$ cat src/rtl/fxp_add_scheduler_pkg.sv
// Shared types and helpers for the fixed-point adder scheduler.
// Holds the FSM state encoding and a constant-foldable clog2.
package fxp_sched_pkg;

    typedef enum logic [1:0] {
        ST_IDLE = 2'd0,
        ST_RUN  = 2'd1,
        ST_RESP = 2'd2
    } state_e;

    // Bits needed to index 'value' items; clog2(1) = 0.
    function automatic int clog2(input int value);
        int r;
        r = 0;
        for (int v = value - 1; v > 0; v = v >> 1) begin
            r++;
        end
        return r;
    endfunction

    localparam int DEF_NREQ = 4;
    localparam int ID_W     = clog2(DEF_NREQ);

endpackage

$ cat src/rtl/fxp_add_scheduler_rr_arbiter.sv
// Combinational round-robin arbiter: the requester just after last_grant
// has the highest priority, wrapping modulo NREQ.
module rr_arbiter
    import fxp_sched_pkg::*;
#(
    parameter  int NREQ = 4,
    localparam int IDW  = clog2(NREQ)
) (
    input  logic [NREQ-1:0] req,
    input  logic [IDW-1:0]  last_grant,
    output logic [NREQ-1:0] gnt,
    output logic [IDW-1:0]  gnt_idx,
    output logic            any
);

    localparam logic [IDW:0] NREQ_V = (IDW+1)'(NREQ);

    logic [IDW-1:0]  cand [NREQ];
    logic [NREQ-1:0] hit;

    // cand[gi] is the requester sitting gi+1 places after last_grant.
    genvar gi;
    generate
        for (gi = 0; gi < NREQ; gi++) begin : g_rot
            localparam logic [IDW:0] OFS = (IDW+1)'(gi + 1);
            logic [IDW:0] sum;
            assign sum       = {1'b0, last_grant} + OFS;
            assign cand[gi]  = (sum >= NREQ_V) ? IDW'(sum - NREQ_V) : IDW'(sum);
            assign hit[gi]   = req[cand[gi]];
        end
    endgenerate

    always_comb begin
        gnt     = '0;
        gnt_idx = '0;
        any     = 1'b0;
        for (int k = NREQ - 1; k >= 0; k--) begin
            if (hit[k]) begin
                gnt_idx = cand[k];
                any     = 1'b1;
            end
        end
        if (any) begin
            gnt[gnt_idx] = 1'b1;
        end
    end

endmodule

$ cat src/rtl/fxp_add_scheduler.sv
// Time-shares one external fixed-point adder among NREQ requesters:
// round-robin accept, operand latch, ADD_LAT-cycle start, tagged response.
module fxp_add_scheduler
    import fxp_sched_pkg::*;
#(
    parameter  int NREQ    = 4,
    parameter  int WI      = 4,
    parameter  int WF      = 4,
    parameter  int WIO     = 4,
    parameter  int WFO     = 4,
    parameter  int ADD_LAT = 1,
    localparam int IDW     = clog2(NREQ),
    localparam int WOP     = WI + WF,
    localparam int WRES    = WIO + WFO
) (
    input  logic                clk,
    input  logic                reset,
    input  logic [NREQ-1:0]     req_valid,
    output logic [NREQ-1:0]     req_ready,
    input  logic [NREQ*WOP-1:0] req_a,
    input  logic [NREQ*WOP-1:0] req_b,
    output logic                rsp_valid,
    input  logic                rsp_ready,
    output logic [IDW-1:0]      rsp_id,
    output logic [WRES-1:0]     rsp_data,
    output logic                rsp_ovf,
    output logic                add_start,
    output logic [WOP-1:0]      add_in1,
    output logic [WOP-1:0]      add_in2,
    input  logic [WRES-1:0]     add_out,
    input  logic                add_ovf
);

    localparam int             LAT_W    = (clog2(ADD_LAT) < 1) ? 1 : clog2(ADD_LAT);
    localparam logic [LAT_W-1:0] LAT_INIT = LAT_W'(ADD_LAT - 1);
    localparam logic [IDW-1:0]   LAST_INIT = IDW'(NREQ - 1);

    state_e            state_reg, state_next;
    logic [IDW-1:0]    last_grant_reg, last_grant_next;
    logic [LAT_W-1:0]  lat_cnt_reg, lat_cnt_next;
    logic [WOP-1:0]    op_a_reg, op_a_next;
    logic [WOP-1:0]    op_b_reg, op_b_next;
    logic [IDW-1:0]    id_reg, id_next;
    logic [WRES-1:0]   rsp_data_reg, rsp_data_next;
    logic              rsp_ovf_reg, rsp_ovf_next;

    logic [NREQ-1:0]   arb_gnt;
    logic [IDW-1:0]    arb_idx;
    logic              arb_any;

    logic [WOP-1:0]    a_lane [NREQ];
    logic [WOP-1:0]    b_lane [NREQ];

    rr_arbiter #(.NREQ(NREQ)) u_arb (
        .req        (req_valid),
        .last_grant (last_grant_reg),
        .gnt        (arb_gnt),
        .gnt_idx    (arb_idx),
        .any        (arb_any)
    );

    genvar gi;
    generate
        for (gi = 0; gi < NREQ; gi++) begin : g_lane
            assign a_lane[gi] = req_a[gi*WOP +: WOP];
            assign b_lane[gi] = req_b[gi*WOP +: WOP];
        end
    endgenerate

    always_comb begin
        state_next      = state_reg;
        last_grant_next = last_grant_reg;
        lat_cnt_next    = lat_cnt_reg;
        op_a_next       = op_a_reg;
        op_b_next       = op_b_reg;
        id_next         = id_reg;
        rsp_data_next   = rsp_data_reg;
        rsp_ovf_next    = rsp_ovf_reg;
        case (state_reg)
            ST_IDLE: begin
                if (arb_any) begin
                    op_a_next    = a_lane[arb_idx];
                    op_b_next    = b_lane[arb_idx];
                    id_next      = arb_idx;
                    lat_cnt_next = LAT_INIT;
                    state_next   = ST_RUN;
                end
            end
            ST_RUN: begin
                if (lat_cnt_reg == '0) begin
                    rsp_data_next = add_out;
                    rsp_ovf_next  = add_ovf;
                    state_next    = ST_RESP;
                end else begin
                    lat_cnt_next = lat_cnt_reg - 1'b1;
                end
            end
            ST_RESP: begin
                // Rotation only advances once the result has actually left.
                if (rsp_ready) begin
                    last_grant_next = id_reg;
                    state_next      = ST_IDLE;
                end
            end
            default: state_next = ST_IDLE;
        endcase
    end

    always_ff @(posedge clk) begin
        if (reset) begin
            state_reg      <= ST_IDLE;
            last_grant_reg <= LAST_INIT;
            lat_cnt_reg    <= '0;
            op_a_reg       <= '0;
            op_b_reg       <= '0;
            id_reg         <= '0;
            rsp_data_reg   <= '0;
            rsp_ovf_reg    <= 1'b0;
        end else begin
            state_reg      <= state_next;
            last_grant_reg <= last_grant_next;
            lat_cnt_reg    <= lat_cnt_next;
            op_a_reg       <= op_a_next;
            op_b_reg       <= op_b_next;
            id_reg         <= id_next;
            rsp_data_reg   <= rsp_data_next;
            rsp_ovf_reg    <= rsp_ovf_next;
        end
    end

    // Accept pulse is masked while reset is held so no requester sees a phantom grant.
    assign req_ready = (state_reg == ST_IDLE && !reset) ? arb_gnt : '0;
    assign add_start = (state_reg == ST_RUN);
    assign add_in1   = op_a_reg;
    assign add_in2   = op_b_reg;
    assign rsp_valid = (state_reg == ST_RESP);
    assign rsp_id    = id_reg;
    assign rsp_data  = rsp_data_reg;
    assign rsp_ovf   = rsp_ovf_reg;

endmodule

$ cat config.mk
export PLATFORM = sky130hd
export DESIGN_NAME = fxp_add_scheduler
export DESIGN_NICKNAME = d
export VERILOG_FILES = /design/src/rtl/fxp_add_scheduler_pkg.sv /design/src/rtl/fxp_add_scheduler_rr_arbiter.sv /design/src/rtl/fxp_add_scheduler.sv
export SDC_FILE = /design/constraint.sdc
export NUM_CORES = 1
export LEC_CHECK = 0
export CORE_ASPECT_RATIO = 1.2
export CORE_MARGIN = 2
export CORE_UTILIZATION = 39
export DETAILED_ROUTE_END_ITERATION = 12
export PLACE_DENSITY = 0.95
export SLEW_MARGIN = 5
export SYNTH_ARGS = -nofsm -noshare
export SYNTH_HDL_FRONTEND = slang
export SYNTH_HIERARCHICAL = 1
export SYNTH_SLANG_ARGS = --single-unit
$ cat constraint.sdc
create_clock -name clk -period 2.9 [get_ports clk]
set_input_delay 0.435 -clock clk [delete_from_list [all_inputs] [get_ports clk]]
set_output_delay 0.435 -clock clk [all_outputs]
set_load 0.005 [all_outputs]
==> results of run 1 <==
Yosys cell counts:
cell	n	share of area
o21ai_0	1	0.0029
nor2b_2	1	0.0051
clkbuf_1	2	0.0044
dfxtp_1	31	0.36
nor3_2	1	0.0058
o221a_1	1	0.0065
nor3b_2	1	0.0073
buf_6	4	0.026
a211oi_2	1	0.0073
nor2b_1	1	0.0036
o21bai_1	2	0.0087
buf_2	5	0.015
o221ai_1	1	0.0051
nand2b_1	6	0.022
a21boi_1	1	0.0044
o21ai_1	2	0.0058
a211oi_1	1	0.0044
and2b_1	1	0.0044
mux2i_1	4	0.023
nand3b_1	1	0.0044
nor2_2	1	0.0036
o21a_1	1	0.0044
buf_12	1	0.012
a2bb2oi_2	1	0.0087
clkinv_1	1	0.0022
a21oi_1	13	0.038
and2b_4	1	0.0058
nand2_1	19	0.041
buf_4	1	0.0044
o22ai_1	1	0.0036
mux4_1	7	0.11
o211a_1	1	0.0058
a22o_1	16	0.081
nor2_1	6	0.013
mux4_2	9	0.12
and2_1	6	0.022
inv_1	2	0.0044
worst max-delay path, delay by kind of cell:
family | cells | cell delay [ns]
simple gates | 2 | 0.30
buf+inv | 3 | 1.17
compound gates | 1 | 0.22
cell families after synthesis:
kind of cell	after synthesis	synth area share
buffers and inverters	16	0.06754
multiplexers	20	0.2476
AO/OA/AOI/OAI	43	0.1866
AND/OR/NAND/NOR	45	0.1380
flip-flops	31	0.3602
cell type report:
type | instances | area [um^2] | area share
Inverter | 3 | 11.26 | 0.003831
Clock inverter | 1 | 5.005 | 0.001703
Clock buffer | 7 | 76.32 | 0.02597
Multi-Input combinational cell | 108 | 992.2 | 0.3376
Sequential cell | 31 | 620.6 | 0.2112
Timing Repair Buffer | 116 | 1164 | 0.3959
Tap cell | 56 | 70.07 | 0.02384
layout by cell type, fill, tap and decap left out, drive strengths merged, types with 2 or more instances in the layout:
| cell type | instances |
|---|---|
| clkinv | 2 |
| dfxtp | 31 |
| o21ai | 3 |
| clkbuf | 7 |
| nor2 | 7 |
| clkdlybuf4s50 | 112 |
| mux4 | 16 |
| buf | 4 |
| nand2b | 6 |
| nand2 | 19 |
| a21oi | 13 |
| nor2b | 2 |
| and2 | 6 |
| mux2i | 4 |
| o21bai | 2 |
| a211oi | 2 |
| and2b | 2 |
| a22o | 16 |
| inv | 2 |
power by group:
part           switching, mW  internal [mW]
Sequential            0.0327          0.473
Combinational          0.128          0.275
Clock                  0.143          0.168
metrics by stage:
stage | setup WS (ns) | hold slack, ns | power (mW) | cells
finish | 0.3308 | 0.4522 | 1.219 | 322
global route | 0.2454 | 0.4744 | 1.282 | 322
CTS | 0.3327 | 0.4560 | 1.238 | 322
global placement | 0.2553 | 0.4421 | 0.9096 | 314
floorplan | 0.9022 | 0.4429 | 0.6961 | 155
detailed placement | 0.1866 | 0.4474 | 0.9213 | 314
per-layer routing:
metal	up-vias	GRT usage
li1	804	-
met1	754	0.1784
met2	85	0.3698
met3	9	0.06158
met4	0	0.09362
met5	-	0
worst paths after layout:
check	slack (ns)	from	to	depth (start not counted)
setup reg to reg	0.72	last_grant_reg[1]	add_in1[1]	6
hold / removal	0.45	rsp_data[3]	rsp_data[3]	2
setup / recovery	0.33	req_valid[3]	req_ready[0]	6
hold reg to reg	0.45	rsp_data[3]	rsp_data[3]	2
==> run_results.csv, run 1 <==
group,metric,value,unit
finish,final_nets,345,
yosys,ys_seq_area_frac,0.3602,
timing,grt_setup_unrepaired,"false",
placement,gp_congestion,0.8030,
yosys,ys_types,37,
yosys,synth_nets,235,
drt,via_per_inst,5.130,
floorplan,die_y,76.81,um
timing,worstMarginPinSlew,1.049,ns
timing,min_period,2.569,ns
finish,fin_util,0.6897,
cts,cts_root_buf,"clkbuf_8",
timing,setup_viol,0,
timing,finalCritPeriodShare,0.8859,
critical_path,slowest_delay,0.50,ns
critical_path,cp-start-kind,"input port",
critical_path,crit_fanout,6,
placement,portBuffers,112,
finish,areaGrowthSynthToFinish,70.59,%
drt,dr_wl_met2,2500,um
drt,drtIter0Drc,29,
finish,drive_above_1_share,0.1015,
drt,wl_met3,405,um
drt,routed_wl,4551,um
drt,dr.pass1.iters,4,
grt,grt_max_degree,18,
cts,cts_buffer_depth,2,
timing,relSlewSlack,0.2981,
finish,fillCellCount,327,
yosys,syn_area_per_cell,11.12,um^2
yosys,synth_cells,155,
cts,ctsHoldBuffers,0,
drt,detail-route-antenna-nets,0,
drt,drt-met1-wl,1523,um
power,pwr_density_cell,414.8,nW/um^2
placement,placed_area,2858,um^2
yosys,netlist_area,1723,um^2
floorplan,die_area,4968,um^2
critical_path,path_cells,"clkdlybuf4s50_1 > buf_4 > nor2_1 > o221a_1 > and2_1 > clkdlybuf4s50_1",
yosys,yosysWarnings,6,
cts,cts_tree,"built",
floorplan,core,4262,um^2
grt,antenna_found_initial,0,
floorplan,die_w,64.68,um
timing,hold_violations,0,
grt,gr-total-overflow,0,
grt,first_global_vias,1649,
timing,clock_skew,0.004065,ns
power,p_leak,1.114,nW
drt,drc,0,
timing,maxSlewViolCount,0,
finish,diodes,0,
yosys,ys_seq_elements,31,
cts,cts_resized,0,
drt,drt-wirelength-per-cell,14.13,um
grt,grt_pass1_wl,7327,um
cts,cts.sinks,31,
critical_path,cp_data_required_time,2.47,ns
cts,htree_levels,2,
power,ir_worst_vdd,236.2,uV
finish,final_cell_area,2939,um^2
drt,via_count,1652,
critical_path,cp_common_cell,"clkdlybuf4s50_1",
outcome,run_status,"finished clean",
critical_path,crit_type,"input port to output pin",
flow_run,maxCapViolations,0,
critical_path,cp_data_arrival_time,2.13,ns
timing,fin_setup_tns,0,ns
floorplan,start_util,0.4043,
floorplan,rows,26,
drt,routed.top_layer,"met4",
cts,cts-buffers-inserted,5,
critical_path,slowest_stage,"clkdlybuf4s50_1",
grt,grt_usage,0.1933,
floorplan,io_pins,113,
timing,fmax,389.2,MHz
critical_path,critPathCaptureType,"output pin",
cts,clk_pin_slew,0.06,ns
cts,clk_latency,0.28,ns
cts,cts_setup_buffers,0,
placement,dp_hpwl,3648,um
min_path,hold_path_class,"flip-flop to flip-flop",
Power figures use the tool's default switching activity.
==> run 2, diff against run 1 <==
--- a/config.mk
+++ b/config.mk
@@ -5,11 +5,13 @@
 export SDC_FILE = /design/constraint.sdc
 export NUM_CORES = 1
 export LEC_CHECK = 0
+export ABC_AREA = 1
 export CORE_ASPECT_RATIO = 1.2
 export CORE_MARGIN = 2
-export CORE_UTILIZATION = 39
+export CORE_UTILIZATION = 37
 export DETAILED_ROUTE_END_ITERATION = 12
-export PLACE_DENSITY = 0.95
+export PLACE_DENSITY = 0.87
+export SKIP_CTS_REPAIR_TIMING = 1
 export SLEW_MARGIN = 5
 export SYNTH_ARGS = -nofsm -noshare
 export SYNTH_HDL_FRONTEND = slang
==> constraint.sdc (replaced) <==
create_clock -name clk -period 2.2 [get_ports clk]
set_input_delay 0.33 -clock clk [delete_from_list [all_inputs] [get_ports clk]]
set_output_delay 0.33 -clock clk [all_outputs]
set_load 0.005 [all_outputs]
==> run 2 against run 1 <==
Net effect: via count up 62%; sequential cell count did not move; hold slack improved by 0.023 ns; largest power group is now combinational cells.
==> run_results.csv, run 2 <==
group,metric,value,unit
drt,routed_wl,6928,um
grt,grt_max_degree,34,
timing,fmax,468.7,MHz
yosys,synth_top_area_share,0.2791,
drt,drtIter0Drc,75,
yosys,synth_nets,469,
critical_path,r2r-start,"last_grant_reg[0]",
placement,gp_congestion,0.8621,
power,pwr_density_cell,657.5,nW/um^2
yosys,yosys.area.top_type,"dfxtp_1",
critical_path,crit_type,"flip-flop to output pin",
timing,grt_setup_unrepaired,"true",
timing,finalCritPeriodShare,0.9698,
timing,worstMarginPinSlew,0.2776,ns
floorplan,rows,30,
floorplan,io_pins,113,
grt,grt_usage,0.2133,
finish,final_nets,588,
drt,drt-wirelength-per-cell,11.76,um
finish,fillCellCount,519,
floorplan,die_w,74.77,um
yosys,ys_seq_area_frac,0.2791,
critical_path,path_cells,"inv_2 > nand2_1 > nand2_4 > nand2_2 > nand2_2 > nand2_2 > nand2_2 > nand2_2 > nand2_2 > buf_6 > nor2_2 > inv_1 > nor2_1 > buf_2",
critical_path,worstSetupStartpoint,"last_grant_reg[1]",
grt,grt_pass1_wl,11070,um
cts,cts-buffers-inserted,5,
placement,portBuffers,112,
finish,final_cell_mix,"clkdlybuf4s50_1, nand2_1, inv_1",
grt,gr-total-overflow,0,
yosys,syn_area_per_cell,5.716,um^2
floorplan,die_area,6648,um^2
yosys,synth_edf_count,0,
min_path,min_from,"rsp_id[1]",
drt,dr.pass1.iters,4,
critical_path,crit_fanout,6,
critical_path,cp_data_arrival_time,1.80,ns
cts,cts_buffer_depth,2,
drt,via_per_inst,4.557,
min_path,hold_path_class,"flip-flop to flip-flop",
yosys,yosysWarnings,6,
critical_path,cp_data_required_time,1.87,ns
critical_path,critPathCaptureType,"output pin",
finish,areaGrowthSynthToFinish,65.17,%
timing,maxSlewViolCount,0,
floorplan,start_util,0.3871,
finish,diodes,0,
cts,cts_tree,"built",
timing,setup_viol,0,
critical_path,cp-start-kind,"flip-flop",
cts,cts_root_buf,"clkbuf_8",
yosys,yosys_most_used_dff,"dfxtp_1",
timing,whs,0.4748,ns
placement,dp_hpwl,5356,um
yosys,synth_commonest_cells,"nand2_1, inv_1, nand3_1, nor2_1, dfxtp_1",
cts,htree_levels,2,
power,ir_worst_vdd,398.8,uV
yosys,synth_area_leaders,"dfxtp_1, nand2_1, inv_1",
grt,first_global_vias,2655,
cts,cts.sinks,31,
yosys,netlist_area,2223,um^2
power,finalPower,2.414,mW
grt,antenna_found_initial,0,
critical_path,cp_common_cell,"nand2_2",
timing,min_period,2.133,ns
flow_run,maxCapViolations,0,
cts,clk_latency,0.28,ns
yosys,synth_cells,389,
timing,hold_violations,0,
yosys,synth_most_common_cell,"nand2_1",
drt,detail-route-antenna-nets,0,
yosys,ys_types,20,
floorplan,die_y,88.92,um
floorplan,core,5743,um^2
critical_path,slowest_delay,0.40,ns
yosys,ys_seq_elements,31,
drt,drc,0,
yosys,ys_async_sr_fraction,0,
power,p_leak,1.960,nW
drt,via_count,2684,
timing,clock_skew,0.002786,ns
critical_path,slowest_stage,"dfxtp_4",
cts,clk_pin_slew,0.07,ns
outcome,run_status,"finished clean",
timing,relSlewSlack,0.8147,
finish,final_common_cell,"clkdlybuf4s50_1",
finish,drive_above_1_share,0.1532,
-- run 2: cell types whose count changed after synthesis, moves of 6 or more --
| cell | delta |
|---|---|
| a22o_1 | -16 |
| nand2_2 | +17 |
| nand2b_1 | -6 |
| nand2_1 | +90 |
| o21ai_0 | +10 |
| inv_1 | +83 |
| buf_4 | +6 |
| mux4_1 | -7 |
| inv_2 | +6 |
| mux4_2 | -9 |
| and2_1 | -6 |
| nand3_1 | +47 |
| nor2_1 | +27 |
-- run 2: path summary, 6_finish.rpt --
| check | end | slack, ns | cells past startpoint |
|---|---|---|---|
| max | req_ready[2] | 0.07 | 14 |
| min | last_grant_reg[1] | 0.47 | 2 |
| max reg2reg | add_in1[0] | 0.15 | 18 |
| min reg2reg | last_grant_reg[1] | 0.47 | 2 |
-- run 2: power breakdown --
part           switching [mW]  leakage [nW]  internal, mW
Combinational           0.555          1.64         0.554
Clock                   0.220        0.0612         0.366
Sequential             0.0566         0.256         0.662
Total                   0.832          1.96          1.58
-- run 2: layout make-up --
| type | instances | area (um^2) | share of cell area |
|---|---|---|---|
| multi-input combinational | 248 | 1192 | 0.3247 |
| inverter | 93 | 361.6 | 0.09847 |
| sequential | 31 | 625.6 | 0.1704 |
| clock inverter | 2 | 35.03 | 0.009540 |
| tap | 80 | 100.1 | 0.02726 |
| timing repair buffer | 129 | 1275 | 0.3472 |
| clock buffer | 6 | 82.58 | 0.02249 |
-- run 2: logic make-up (layout without fill, tap and decap cells) --
family                 Yosys count  count (layout)  share of synthesized area
DFF                             31              31                     0.2791
AOI/OAI and AO/OA               32              32                    0.07372
and+or+nand+nor                216             216                     0.4254
buffers and inverters          110             230                     0.2217
-- run 2: per-layer routing --
layer  up-vias  global-route usage  routed length [um]  share of wire
met3        17             0.05750                 432          0.062
met4         0             0.07305                 199          0.029
met2        84              0.4103                3711           0.54
met1      1199              0.2178                2584           0.37
met5         -                   0                   0              0
li1       1384                   -                   -              -
-- run 2: through the flow --
stage                     std cells  setup TNS, ns  cell area, um^2  utilization  setup slack (ns)
after floorplan                 389              0             2223            -            0.5277
after global placement          576         -2.670             3413       0.5943           -0.2462
after detailed placement        576         -4.839             3413       0.5943           -0.3716
after CTS                       584         -1.439             3531       0.6148           -0.3798
after global routing            589        -0.1093             3672       0.6394          -0.05456
final                           589              0             3672       0.6394           0.06654
-- run 2: worst max-delay path: cells and delay by family (launching register included) --
kind / cells / cell delay, ns
AND/OR/NAND/NOR: 10 / 0.74
flip-flops: 1 / 0.40
buffers and inverters: 4 / 0.38
